`config.mk`:
```
export PLATFORM = sky130hd
export DESIGN_NAME = div_ratio_ctrl
export DESIGN_NICKNAME = d
export VERILOG_FILES = /design/src/rtl/div_ratio_ctrl.sv
export SDC_FILE = /design/constraint.sdc
export NUM_CORES = 1
export LEC_CHECK = 0
export ABC_AREA = 1
export CORE_MARGIN = 2
export CORE_UTILIZATION = 53
export DETAILED_ROUTE_END_ITERATION = 16
export PLACE_DENSITY = 0.79
export SLEW_MARGIN = 20
export SYNTH_ARGS = -nofsm -noshare
export SYNTH_HDL_FRONTEND = slang
export SYNTH_SLANG_ARGS = --single-unit
```
`constraint.sdc`:
```
create_clock -name clk -period 2.72 [get_ports clk]
set_input_delay 0.544 -clock clk [delete_from_list [all_inputs] [get_ports clk]]
set_output_delay 0.544 -clock clk [all_outputs]
set_load 0.05 [all_outputs]
```
`src/rtl/div_ratio_ctrl.sv`:
```
// -----------------------------------------------------------------------------
// div_ratio_ctrl
//
// Run/stop and ratio controller for the lab clock-divider datapath. Produces a
// 50%-duty divided clock whose period is 2*cur_half clk cycles, and a one-cycle
// tick at the start of every period. New ratios arrive over a valid/ready
// handshake. By default they take effect only on a period boundary, so div_out
// never shows a runt pulse.
//
// Build option:
//   DIV_IMMEDIATE_EN  when defined, a legal ratio accepted while running is
//                     applied on the next cycle and restarts the period. PEND is
//                     never entered and cfg_ready is constant 1. When undefined
//                     (default), the switch is deferred to the next boundary.
//
// Parameters:
//   CNT_W     width of the half-period counter and of cfg_half/cur_half
//   DEF_HALF  half-period loaded at reset (1..2^CNT_W-1, 1 = divide-by-2)
//
// Ports:
//   clk        in   system clock, all logic on posedge
//   rst        in   synchronous active-high reset, overrides all inputs
//   en         in   run request, acted on from IDLE and at period boundaries
//   cfg_valid  in   new half-period offered
//   cfg_half   in   requested half-period (0 is illegal, flagged on err)
//   cfg_ready  out  controller accepts cfg this cycle
//   div_out    out  divided square wave (registered)
//   tick       out  one-cycle pulse coincident with each div_out rise
//   cur_half   out  half-period currently in force
//   err        out  one-cycle pulse after a cfg_half==0 transfer
//   dbg_state  out  FSM state (0 IDLE, 1 RUN, 2 PEND) for observation
//
// Handshake: a transfer happens on a rising clk edge where cfg_valid and
// cfg_ready are both 1. The source holds cfg_valid and cfg_half stable until
// that edge. cfg_ready depends only on the registered state, never on
// cfg_valid.
// -----------------------------------------------------------------------------
module div_ratio_ctrl #(
  parameter int          CNT_W    = 8,
  parameter int unsigned DEF_HALF = 1
) (
  input  logic             clk,
  input  logic             rst,
  input  logic             en,
  input  logic             cfg_valid,
  input  logic [CNT_W-1:0] cfg_half,
  output logic             cfg_ready,
  output logic             div_out,
  output logic             tick,
  output logic [CNT_W-1:0] cur_half,
  output logic             err,
  output logic [1:0]       dbg_state
);

  localparam logic [CNT_W-1:0] DEF_HALF_C = CNT_W'(DEF_HALF);
  localparam logic [CNT_W-1:0] ONE_C      = CNT_W'(1);

  typedef enum logic [1:0] {
    IDLE = 2'd0,
    RUN  = 2'd1,
    PEND = 2'd2
  } state_t;

  state_t           state;
  logic [CNT_W-1:0] count;
  logic [CNT_W-1:0] pend_half;

  logic xfer;
  logic cfg_zero;
  logic legal;
  logic half_end;
  logic boundary;

`ifdef DIV_IMMEDIATE_EN
  assign cfg_ready = 1'b1;
`else
  assign cfg_ready = (state != PEND);
`endif

  assign dbg_state = state;

  assign xfer     = cfg_valid && cfg_ready;
  assign cfg_zero = (cfg_half == '0);
  assign legal    = xfer && !cfg_zero;

  // Last cycle of a half period.
  assign half_end = (count == (cur_half - ONE_C));
  // Last cycle of the low half, which is the end of a full period.
  assign boundary = half_end && !div_out;

  always_ff @(posedge clk) begin
    if (rst) begin
      state     <= IDLE;
      count     <= '0;
      pend_half <= '0;
      cur_half  <= DEF_HALF_C;
      div_out   <= 1'b0;
      tick      <= 1'b0;
      err       <= 1'b0;
    end else begin
      tick <= 1'b0;
      // A zero half-period is accepted so the source is not blocked. It is
      // then discarded and flagged.
      err  <= xfer && cfg_zero;

      case (state)
        IDLE: begin
          div_out <= 1'b0;
          count   <= '0;
          // A ratio accepted together with en already shapes the first period.
          if (legal) begin
            cur_half <= cfg_half;
          end
          if (en) begin
            state   <= RUN;
            div_out <= 1'b1;
            tick    <= 1'b1;
          end
        end

        RUN: begin
`ifdef DIV_IMMEDIATE_EN
          if (legal) begin
            // Immediate switch: restart the period with the new ratio.
            cur_half <= cfg_half;
            count    <= '0;
            div_out  <= 1'b1;
            tick     <= 1'b1;
          end else begin
            if (half_end) begin
              count   <= '0;
              div_out <= !div_out;
            end else begin
              count <= count + ONE_C;
            end
            if (boundary) begin
              if (en) begin
                tick <= 1'b1;
              end else begin
                state   <= IDLE;
                div_out <= 1'b0;
              end
            end
          end
`else
          if (half_end) begin
            count   <= '0;
            div_out <= !div_out;
          end else begin
            count <= count + ONE_C;
          end
          if (boundary) begin
            if (en) begin
              tick <= 1'b1;
            end else begin
              state   <= IDLE;
              div_out <= 1'b0;
            end
          end
          if (legal) begin
            // If we are stopping at this boundary, there is no running period
            // to protect, so the value is applied as it would be in IDLE.
            // Otherwise it is parked until the next boundary.
            if (boundary && !en) begin
              cur_half <= cfg_half;
            end else begin
              pend_half <= cfg_half;
              state     <= PEND;
            end
          end
`endif
        end

        PEND: begin
          if (half_end) begin
            count   <= '0;
            div_out <= !div_out;
          end else begin
            count <= count + ONE_C;
          end
          if (boundary) begin
            // The new ratio governs the period that starts on this edge.
            cur_half <= pend_half;
            if (en) begin
              state <= RUN;
              tick  <= 1'b1;
            end else begin
              state   <= IDLE;
              div_out <= 1'b0;
            end
          end
        end

        default: begin
          state   <= IDLE;
          count   <= '0;
          div_out <= 1'b0;
        end
      endcase
    end
  end

endmodule

```
==> results.py, run 1 <==
metrics = {
    "sta": {
        "maxSlewViolCount": 0,
        "timing.fmax_mhz": 447,
        "rsz0062_at_grt": "false",
        "tightest_slew_ps": 494,
        "hold_viol": 0,
        "period_share_pct": 82.3,
        "layout_min_cycle_time_ps": 2240,
        "maxSlewHeadroom_pct": 67.0,
        "fin_skew_ps": 11.5,
        "holdWs_ps": 469,
        "finalSetupTns_ps": 0,
        "setup_viol": 0,
    },
    "power": {
        "p_seq_share_pct": 35.6,
        "netSwitchingPower_uw": 656,
        "pwr-share-comb_pct": 44.7,
        "intPower_uw": 860,
        "switching_share_pct": 43.3,
        "p_clk_share_pct": 19.7,
        "ir_drop_v": 0.000356,
        "power_leakage_nw": 0.925,
        "power_density_nw_per_um2": 740,
    },
    "layout": {
        "mostFrequentLayoutCells": "71 x nand2_1, 41 x nor2_1, 31 x inv_1, 29 x dfxtp_1, 24 x clkdlybuf4s50_1",
        "antenna_cells": 0,
        "area_delta_synth_final_pct": 20.8,
        "final_common_cell": "nand2_1",
        "drive_gt1_share_pct": 7.29,
        "fin_nets": 305,
        "stdcell_count": 332,
        "fill_cells": 283,
    },
    "logic_synthesis": {
        "synth_fp_nets": 277,
        "synth-compound-area-share_pct": 6.78,
        "ys_seq_area_share_pct": 34.2,
        "synthAdderAreaFrac_pct": 4.42,
        "synth_xor_area_share_pct": 4.13,
        "avgSynthCellArea_sq_um": 6.55,
        "yosys.area_share.simple_pct": 41.3,
        "yosysWarnings": 0,
        "synthesis.area_sq_um": 1700,
        "synthCells": 259,
        "ys_types": 28,
        "ys_ff_latch": 29,
        "synth_top_family_by_area": "simple AND/OR/NAND/NOR gates",
        "muxShareOfSynthArea_pct": 0,
    },
    "setup_path": {
        "critPathArrivalTime_ps": 2460,
        "startpoint_type": "register",
        "crit_fanout": 15,
        "cp-end-kind": "register",
        "worstSetupPathType": "register to register",
        "cp_data_required_time_ps": 2940,
    },
    "run": {
        "maxCapViolCount": 0,
    },
    "grt": {
        "grt.busiest_layer": "met2",
        "use_met3_pct": 4.90,
        "grt_max_degree": 16,
        "gr-usage-met1_pct": 28.0,
        "grt_pass1_wl_mm": 5.93,
        "overflow": 0,
        "grtUsageMet2_pct": 33.2,
        "antenna_found_initial": 0,
        "grt_pass1_vias": 1427,
        "grt_usage_pct": 21.2,
    },
    "routing": {
        "first_pass_iters": 5,
        "vias_per_cell": 5.05,
        "drt_iter0_drc": 88,
        "routedWlPerCell_microns": 10.9,
        "route.antenna.remaining_nets": 0,
        "routed_wl_mm": 3.60,
        "drcViolationCount": 0,
        "vias": 1678,
    },
    "floorplanning": {
        "pin_count": 26,
        "die_area_sq_um": 3670,
        "coreArea_sq_um": 3050,
        "dieHeight_microns": 60.6,
        "num_rows": 20,
        "initial_utilization_pct": 55.6,
        "fp.dieW_microns": 60.6,
    },
    "clocking": {
        "cts_tree": "yes",
        "hold_buffers": 0,
        "cts_buffers": 5,
        "clock_sinks": 29,
        "clockBufferDepth": 2,
        "ctsResizeCount": 0,
        "cts_htree_levels": 2,
        "cts-root-buf": "clkbuf_4",
        "clk_pin_slew_ps": 100,
        "post_cts_buffers": 0,
        "clock_latency_ps": 320,
    },
    "min_path": {
        "hold_class": "register to register",
    },
    "placement": {
        "io_buffer_count": 25,
        "routabilityCongestion": 0.867,
        "dp_cells": 324,
        "hpwl_mm": 2.67,
    },
    "run_status": {
        "status": "completed",
    },
}
-- critical path: stages, from the launching register on --
cell,delay [ps]
dfxtp_1,470
inv_2,80
ha_1,300
xor2_1,130
nand2_1,60
nor2_1,130
nand3_1,130
nor2_4,150
nand4_4,200
nand2_4,130
nand3_4,160
nor2_1,160
nor2_1,60
-- path summary, 6_finish.rpt --
| kind | start | end | slack [ps] | cells after the start |
|---|---|---|---|---|
| worst max-delay path | cur_half[0] | cur_half[6] | 480 | 12 |
| worst min-delay path | pend_half[1] | pend_half[1] | 470 | 2 |
| worst max register to register | cur_half[0] | cur_half[6] | 480 | 12 |
| worst min register to register | pend_half[1] | pend_half[1] | 470 | 2 |
-- layer usage --
| metal | share of wire (%) | up-vias |
|---|---|---|
| li1 | - | 873 |
| met1 | 48 | 758 |
| met2 | 46 | 42 |
| met3 | 4.6 | 5 |
| met4 | 1.2 | 0 |
| met5 | 0 | - |
-- logic make-up after synthesis --
kind of cell	Yosys count
compound gates	23
xor+xnor	8
fa+ha+maj	6
buf+inv	39
flops	29
simple gates	154
-- power groups by stage --
stage	sequential, mW	combinational [mW]	clock, mW
after CTS	0.540	0.677	0.307
after floorplan	0.668	0.391	0
final	0.540	0.678	0.298
after global placement	0.549	0.665	0
after detailed placement	0.550	0.674	0
after global routing	0.549	0.745	0.322
-- state kept, by name, summed over array words and instances (netlist names) --
| register | cells |
|---|---|
| count | 8 |
| cur_half | 8 |
| dbg_state | 2 |
| div_out | 1 |
| err | 1 |
| pend_half | 8 |
| tick | 1 |
-- layout make-up --
| type | instances | area, sq um | area share, % |
|---|---|---|---|
| Clock buffer | 7 | 65.1 | 3.17 |
| Sequential cell | 29 | 581 | 28.3 |
| Multi-Input combinational cell | 191 | 961 | 46.9 |
| Timing Repair Buffer | 26 | 255 | 12.5 |
| Tap cell | 44 | 55.1 | 2.69 |
| Inverter | 34 | 128 | 6.23 |
| Clock inverter | 1 | 5.00 | 0.244 |
-- cell usage after synthesis --
library cell / instances / area share (%)
a21oi_1: 11 / 3.2
buf_6: 1 / 0.66
nand2_1: 71 / 16
nor3b_1: 1 / 0.44
clkinv_1: 1 / 0.22
inv_2: 2 / 0.44
o21ai_0: 11 / 3.2
nand4_1: 9 / 3.3
nor2_1: 41 / 9.1
nor2_2: 2 / 0.74
nand2_2: 1 / 0.37
ha_1: 6 / 4.4
dfxtp_1: 29 / 34
clkbuf_1: 3 / 0.66
buf_2: 1 / 0.29
or2_2: 1 / 0.37
nand3_2: 1 / 0.59
nand2_4: 1 / 0.66
inv_1: 31 / 6.9
o21ai_1: 1 / 0.29
xor2_1: 6 / 3.1
nor3_1: 4 / 1.2
nand3b_1: 2 / 0.88
nand3_4: 1 / 1.0
nand4_4: 1 / 1.3
nor2_4: 1 / 0.66
nand3_1: 17 / 5.0
xnor2_1: 2 / 1.0
-- metrics by stage --
step	util [%]	total power, mW	setup slack, ps	instance area [sq um]
2_1_floorplan	-	1.06	222	1700
3_3_place_gp	64.8	1.21	480	1980
3_5_place_dp	64.8	1.22	422	1980
4_1_cts	67.1	1.52	484	2050
5_1_grt	67.1	1.62	311	2050
6_report	67.1	1.52	481	2050
No activity file was read; power rests on OpenSTA's default activity.
==> run 2: changes to the inputs <==
--- a/config.mk
+++ b/config.mk
@@ -7,9 +7,9 @@
 export LEC_CHECK = 0
 export ABC_AREA = 1
 export CORE_MARGIN = 2
-export CORE_UTILIZATION = 53
+export CORE_UTILIZATION = 48
 export DETAILED_ROUTE_END_ITERATION = 16
-export PLACE_DENSITY = 0.79
+export PLACE_DENSITY = 0.75
 export SLEW_MARGIN = 20
 export SYNTH_ARGS = -nofsm -noshare
 export SYNTH_HDL_FRONTEND = slang
==> constraint.sdc (replaced) <==
create_clock -name clk -period 1.9 [get_ports clk]
set_input_delay 0.38 -clock clk [delete_from_list [all_inputs] [get_ports clk]]
set_output_delay 0.38 -clock clk [all_outputs]
set_load 0.05 [all_outputs]
==> run 2 against run 1 <==
  * Clock-buffer cell count unchanged
  * The run now ends with negative setup slack left
  * Sequential power up 43%
  * Non-clock buffer count up 16
  * Final cell count up 6.0%
  * Highest routed layer unchanged
  * First-iteration DRC count down 25%
  * Sequential share of layout area down 2.3 points
==> results.py, run 2 (synthesis results as in run 1) <==
metrics = {
    "placement": {
        "dp_cells": 338,
        "routabilityCongestion": 0.858,
        "hpwl_mm": 2.88,
        "place_area_sq_um": 2100,
        "io_buffer_count": 25,
    },
    "grt": {
        "grt_pass1_wl_mm": 6.63,
        "grt_max_degree": 15,
        "grt_usage_pct": 20.9,
        "antenna_found_initial": 0,
        "grt_pass1_vias": 1564,
        "overflow": 0,
    },
    "layout": {
        "largestRegisters": "count x8, cur_half x8, pend_half x8",
        "multi_input_area_sq_um": 1080,
        "fill_cells": 315,
        "regArea_sq_um": 598,
        "fin_nets": 323,
        "final_area_sq_um": 2300,
        "stdcell_count": 352,
        "final_common_cell": "nand2_1",
        "drive_gt1_share_pct": 22.9,
        "mostFrequentLayoutCells": "68 x nand2_1, 39 x nor2_1, 29 x inv_1, 26 x buf_4, 23 x dfxtp_1",
        "antenna_cells": 0,
        "area_delta_synth_final_pct": 35.4,
    },
    "run_status": {
        "status": "finished, violations left",
        "failed_checks": "negative setup slack",
    },
    "sta": {
        "maxSlewHeadroom_pct": 66.9,
        "setup_viol": 16,
        "layout_min_cycle_time_ps": 1950,
        "fin_ws_ps": -52.7,
        "hold_viol": 0,
        "period_share_pct": 103,
        "fin_skew_ps": 5.81,
        "rsz0062_at_grt": "true",
        "timing.fmax_mhz": 512,
        "tightest_slew_ps": 495,
        "maxSlewViolCount": 0,
    },
    "setup_path": {
        "cpMostUsedCell": "nand2_1",
        "crit_fanout": 5,
        "r2r_cells": 14,
        "critPathSlowestCell": "dfxtp_4",
        "path_buf_inv": 2,
        "r2r_slack_ps": -50,
        "cpPeakStageDelay_ps": 360,
        "reg2reg_to": "dbg_state[1]",
        "cp-end-kind": "register",
        "startpoint_type": "register",
        "path_cells": "buf_4 -> nor2_2 -> nand2_1 -> nand2_1 -> nand2_1 -> nand2_1 -> nand3_1 -> nor2_4 -> nand4_4 -> buf_4 -> nand3_1 -> nor2_1 -> nor2_1 -> nor2_1",
        "critPathArrivalTime_ps": 2180,
        "crit_family": "simple AND/OR/NAND/NOR gates",
        "cp_data_required_time_ps": 2130,
        "regToRegStartpoint": "cur_half[1]",
        "worstSetupPathType": "register to register",
    },
    "routing": {
        "first_pass_iters": 4,
        "route.antenna.remaining_nets": 0,
        "vias": 1742,
        "vias_per_cell": 4.95,
        "routedWlPerCell_microns": 11.3,
        "drt_iter0_drc": 66,
        "drcViolationCount": 0,
        "routed_wl_mm": 3.98,
    },
    "clocking": {
        "clk_pin_slew_ps": 100,
        "cts-root-buf": "clkbuf_4",
        "clock_latency_ps": 340,
        "clock_sinks": 29,
        "cts_htree_levels": 2,
        "hold_buffers": 0,
        "cts_buffers": 5,
        "cts_tree": "yes",
        "clockBufferDepth": 2,
    },
    "floorplanning": {
        "coreArea_sq_um": 3360,
        "pin_count": 26,
        "die_area_sq_um": 4030,
        "num_rows": 21,
        "fp.dieW_microns": 63.5,
        "initial_utilization_pct": 50.4,
        "dieHeight_microns": 63.5,
    },
    "min_path": {
        "hold_class": "register to register",
        "holdPathEnd": "pend_half[6]",
        "min_from": "pend_half[6]",
        "min_path_cells": 2,
    },
    "power": {
        "switching_share_pct": 43.9,
        "p_seq_share_pct": 32.8,
        "power_density_nw_per_um2": 1030,
        "pwr-share-comb_pct": 48.6,
        "intPower_mw": 1.32,
        "netSwitchingPower_mw": 1.03,
        "ir_drop_v": 0.000566,
        "p_clk_share_pct": 18.6,
        "power_leakage_nw": 1.05,
        "finalPower_mw": 2.35,
    },
    "run": {
        "maxCapViolCount": 0,
    },
}
==> run 2: changes by cell type in the layout (fill, tap and decap cells not counted), moves of 3 or more <==
cell / delta
buf_4: +24
clkdlybuf4s50_1: -11
dfxtp_1: -6
dfxtp_4: +4
a21oi_1: -3
a21oi_2: +3
nand2_1: -3
nand3_4: +3
==> run 2: timing repair <==
action / CTS / global route
pin swaps: 5 / 7
setup endpoints to repair: 11 / 29
gates cloned: 1 / 1
setup buffers: 1 / 3
resized for setup: 9 / 13
==> run 2: worst max path at each step <==
stage,start,to,slack (ps),cells after the start
global placement,cfg_half[5],cur_half[1],-70,10
floorplan,cur_half[0],cur_half[2],-130,13
finish,cur_half[1],dbg_state[1],-50,14
CTS,cur_half[1],cur_half[1],-20,12
global route,cur_half[1],cur_half[1],-220,13
detailed placement,cfg_half[6],cur_half[1],-130,10
==> run 2: layer usage <==
layer	share of wire [%]	GRT usage (%)	up-vias
met4	1.8	8.70	0
met5	0	0	-
met1	43	24.9	774
li1	-	-	913
met2	49	35.4	47
met3	6.2	5.54	8
==> run 2: final cells by class <==
| class | count | share of cell area [%] |
|---|---|---|
| Clock buffer | 7 | 2.83 |
| Clock inverter | 1 | 0.218 |
| Inverter | 34 | 5.94 |
| Multi-Input combinational cell | 193 | 47.0 |
| Sequential cell | 29 | 26.0 |
| Tap cell | 46 | 2.51 |
| Timing Repair Buffer | 42 | 15.5 |
==> run 2: through the flow <==
step	setup WS (ps)	setup TNS, ps	utilization, %	hold slack [ps]
2_1_floorplan	-130	-1020	-	441
3_3_place_gp	-74.1	-570	62.3	451
3_5_place_dp	-126	-932	62.3	454
4_1_cts	-18.6	-46.4	65.8	469
5_1_grt	-222	-3200	68.3	503
6_report	-52.7	-377	68.3	467
==> run 2: power groups by stage <==
stage | clock network (mW) | logic, mW | registers (mW)
finish | 0.438 | 1.14 | 0.773
global route | 0.479 | 1.26 | 0.786
CTS | 0.449 | 1.09 | 0.771
detailed placement | 0 | 1.04 | 0.784
global placement | 0 | 1.03 | 0.785
floorplan | 0 | 0.575 | 0.970
==> run 2: worst min-delay path: stages, from the launching register on <==
cell and delay, ps:
dfxtp_1 320, nand2_1 60, a21oi_1 50
==> run 3: changes to the inputs <==
--- a/config.mk
+++ b/config.mk
@@ -7,9 +7,10 @@
 export LEC_CHECK = 0
 export ABC_AREA = 1
 export CORE_MARGIN = 2
-export CORE_UTILIZATION = 48
+export CORE_UTILIZATION = 57
+export CTS_CLUSTER_DIAMETER = 100
 export DETAILED_ROUTE_END_ITERATION = 16
-export PLACE_DENSITY = 0.75
+export PLACE_DENSITY = 0.84
 export SLEW_MARGIN = 20
 export SYNTH_ARGS = -nofsm -noshare
 export SYNTH_HDL_FRONTEND = slang
==> constraint.sdc (replaced) <==
create_clock -name clk -period 2.5 [get_ports clk]
set_input_delay 0.5 -clock clk [delete_from_list [all_inputs] [get_ports clk]]
set_output_delay 0.5 -clock clk [all_outputs]
set_load 0.05 [all_outputs]
==> run 3 against run 2 <==
  * The run now ends clean
  * Critical path depth decreased by 2
  * Core utilization grew 5.1 points
  * Non-clock buffer count decreased by 15
  * Cell area decreased by 11%
  * Worst setup slack better by 300 ps
  * Register-to-register slack better by 300 ps
  * Worst hold slack better by 3.3 ps
  * Largest cell class unchanged
  * Sequential share of layout area is 2.4 points higher
  * Maximum frequency down 13%
  * Global-route usage increased by 3.8 points
==> results.py, run 3 (synthesis results as in run 1) <==
metrics = {
    "run_status": {
        "status": "completed",
    },
    "setup_path": {
        "cpPeakStageDelay_ps": 470,
        "startpoint_type": "register",
        "crit_fanout": 15,
        "critPathArrivalTime_ps": 2490,
        "worstSetupPathType": "register to register",
        "cp_data_required_time_ps": 2730,
        "cpMostUsedCell": "nor2_1",
        "path_cells": "inv_2 -> ha_1 -> xor2_1 -> nand2_1 -> nor2_1 -> nand3_1 -> nor2_4 -> nand4_4 -> nand2_4 -> nand3_4 -> nor2_1 -> nor2_1",
        "critPathSlowestCell": "dfxtp_1",
        "cp-end-kind": "register",
    },
    "sta": {
        "maxSlewHeadroom_pct": 66.5,
        "fin_skew_ps": 6.90,
        "layout_min_cycle_time_ps": 2250,
        "timing.fmax_mhz": 444,
        "period_share_pct": 90.1,
        "rsz0062_at_grt": "false",
        "tightest_slew_ps": 500,
        "hold_viol": 0,
        "finalSetupTns_ps": 0,
        "maxSlewViolCount": 0,
        "setup_viol": 0,
        "fin_ws_ps": 246,
    },
    "power": {
        "pwr-share-comb_pct": 44.4,
        "power_density_nw_per_um2": 816,
        "ir_drop_v": 0.000674,
        "intPower_uw": 936,
        "switching_share_pct": 43.8,
        "netSwitchingPower_uw": 729,
        "finalPower_mw": 1.66,
        "power_leakage_nw": 0.929,
        "p_seq_share_pct": 35.4,
        "p_clk_share_pct": 20.2,
    },
    "layout": {
        "largestRegisters": "count x8, cur_half x8, pend_half x8",
        "mostFrequentLayoutCells": "71 x nand2_1, 41 x nor2_1, 31 x inv_1, 29 x dfxtp_1, 24 x clkdlybuf4s50_1",
        "final_common_cell": "nand2_1",
        "fin_util_pct": 73.4,
        "drive_gt1_share_pct": 7.61,
        "fin_nets": 306,
        "antenna_cells": 0,
        "final_area_sq_um": 2040,
        "area_delta_synth_final_pct": 20.3,
    },
    "floorplanning": {
        "coreArea_sq_um": 2780,
        "fp.dieW_microns": 58.6,
        "num_rows": 19,
        "die_area_sq_um": 3430,
        "pin_count": 26,
        "dieHeight_microns": 58.6,
        "initial_utilization_pct": 61.0,
    },
    "routing": {
        "routedWlPerCell_microns": 11.7,
        "drcViolationCount": 0,
        "routed_wl_mm": 3.75,
        "vias": 1674,
        "drt_iter0_drc": 100,
        "vias_per_cell": 5.23,
        "first_pass_iters": 4,
        "route.antenna.remaining_nets": 0,
    },
    "clocking": {
        "cts_htree_levels": 2,
        "cts-root-buf": "clkbuf_4",
        "cts_tree": "yes",
        "post_cts_buffers": 0,
        "clk_pin_slew_ps": 90,
        "clock_latency_ps": 340,
        "hold_buffers": 0,
        "clock_sinks": 29,
        "ctsResizeCount": 0,
        "clockBufferDepth": 2,
        "cts_buffers": 5,
    },
    "grt": {
        "grt_max_degree": 16,
        "grt_pass1_wl_mm": 6.43,
        "antenna_found_initial": 0,
        "overflow": 0,
        "grt_pass1_vias": 1488,
        "grt_usage_pct": 24.7,
    },
    "placement": {
        "hpwl_mm": 2.73,
        "place_area_sq_um": 1970,
        "io_buffer_count": 25,
        "routabilityCongestion": 0.860,
        "post-place-ws_ps": 272,
    },
    "run": {
        "maxCapViolCount": 0,
    },
    "min_path": {
        "hold_class": "register to register",
    },
}
==> run 3: path summary, 6_finish.rpt <==
check / from / to / slack (ps) / cells past startpoint
setup / recovery: cur_half[0] / cur_half[2] / 250 / 12
hold reg to reg: pend_half[4] / pend_half[4] / 470 / 2
hold / removal: pend_half[4] / pend_half[4] / 470 / 2
setup reg to reg: cur_half[0] / cur_half[2] / 250 / 12
==> run 3: final cells by class <==
class / instances / area (sq um)
clock buffer: 7 / 65.1
clock inverter: 1 / 5.00
fill: 255 / 741
inverter: 34 / 128
multi-input combinational: 191 / 961
sequential: 29 / 581
tap: 31 / 38.8
timing repair buffer: 27 / 263
==> run 3: metrics by stage <==
step           std cells  hold slack (ps)
3_3_place_gp         312              451
6_report             320              470
5_1_grt              320              490
3_5_place_dp         312              453
4_1_cts              320              468
2_1_floorplan        259              441
==> run 3: worst max-delay path: cells and delay by family, from the launching register on <==
kind	cells	cell delay (ps)
flops	1	470
simple gates	9	1170
xor+xnor	1	130
fa+ha+maj	1	300
buf+inv	1	80
==> run 3: metal layers <==
metal  vias to the layer above  GRT usage [%]  wire (microns)
met5                         -              0               0
met4                         0           8.64              70
met3                         9           6.59             185
met2                        44           40.3            1750
met1                       745           31.4            1740
li1                        876              -               -
==> run 3: power groups by stage <==
stage	Sequential, mW	Combinational, mW	Clock, mW
after floorplan	0.727	0.426	0
after detailed placement	0.599	0.734	0
after CTS	0.588	0.738	0.339
final	0.589	0.739	0.337
after global placement	0.596	0.723	0
after global routing	0.599	0.822	0.362
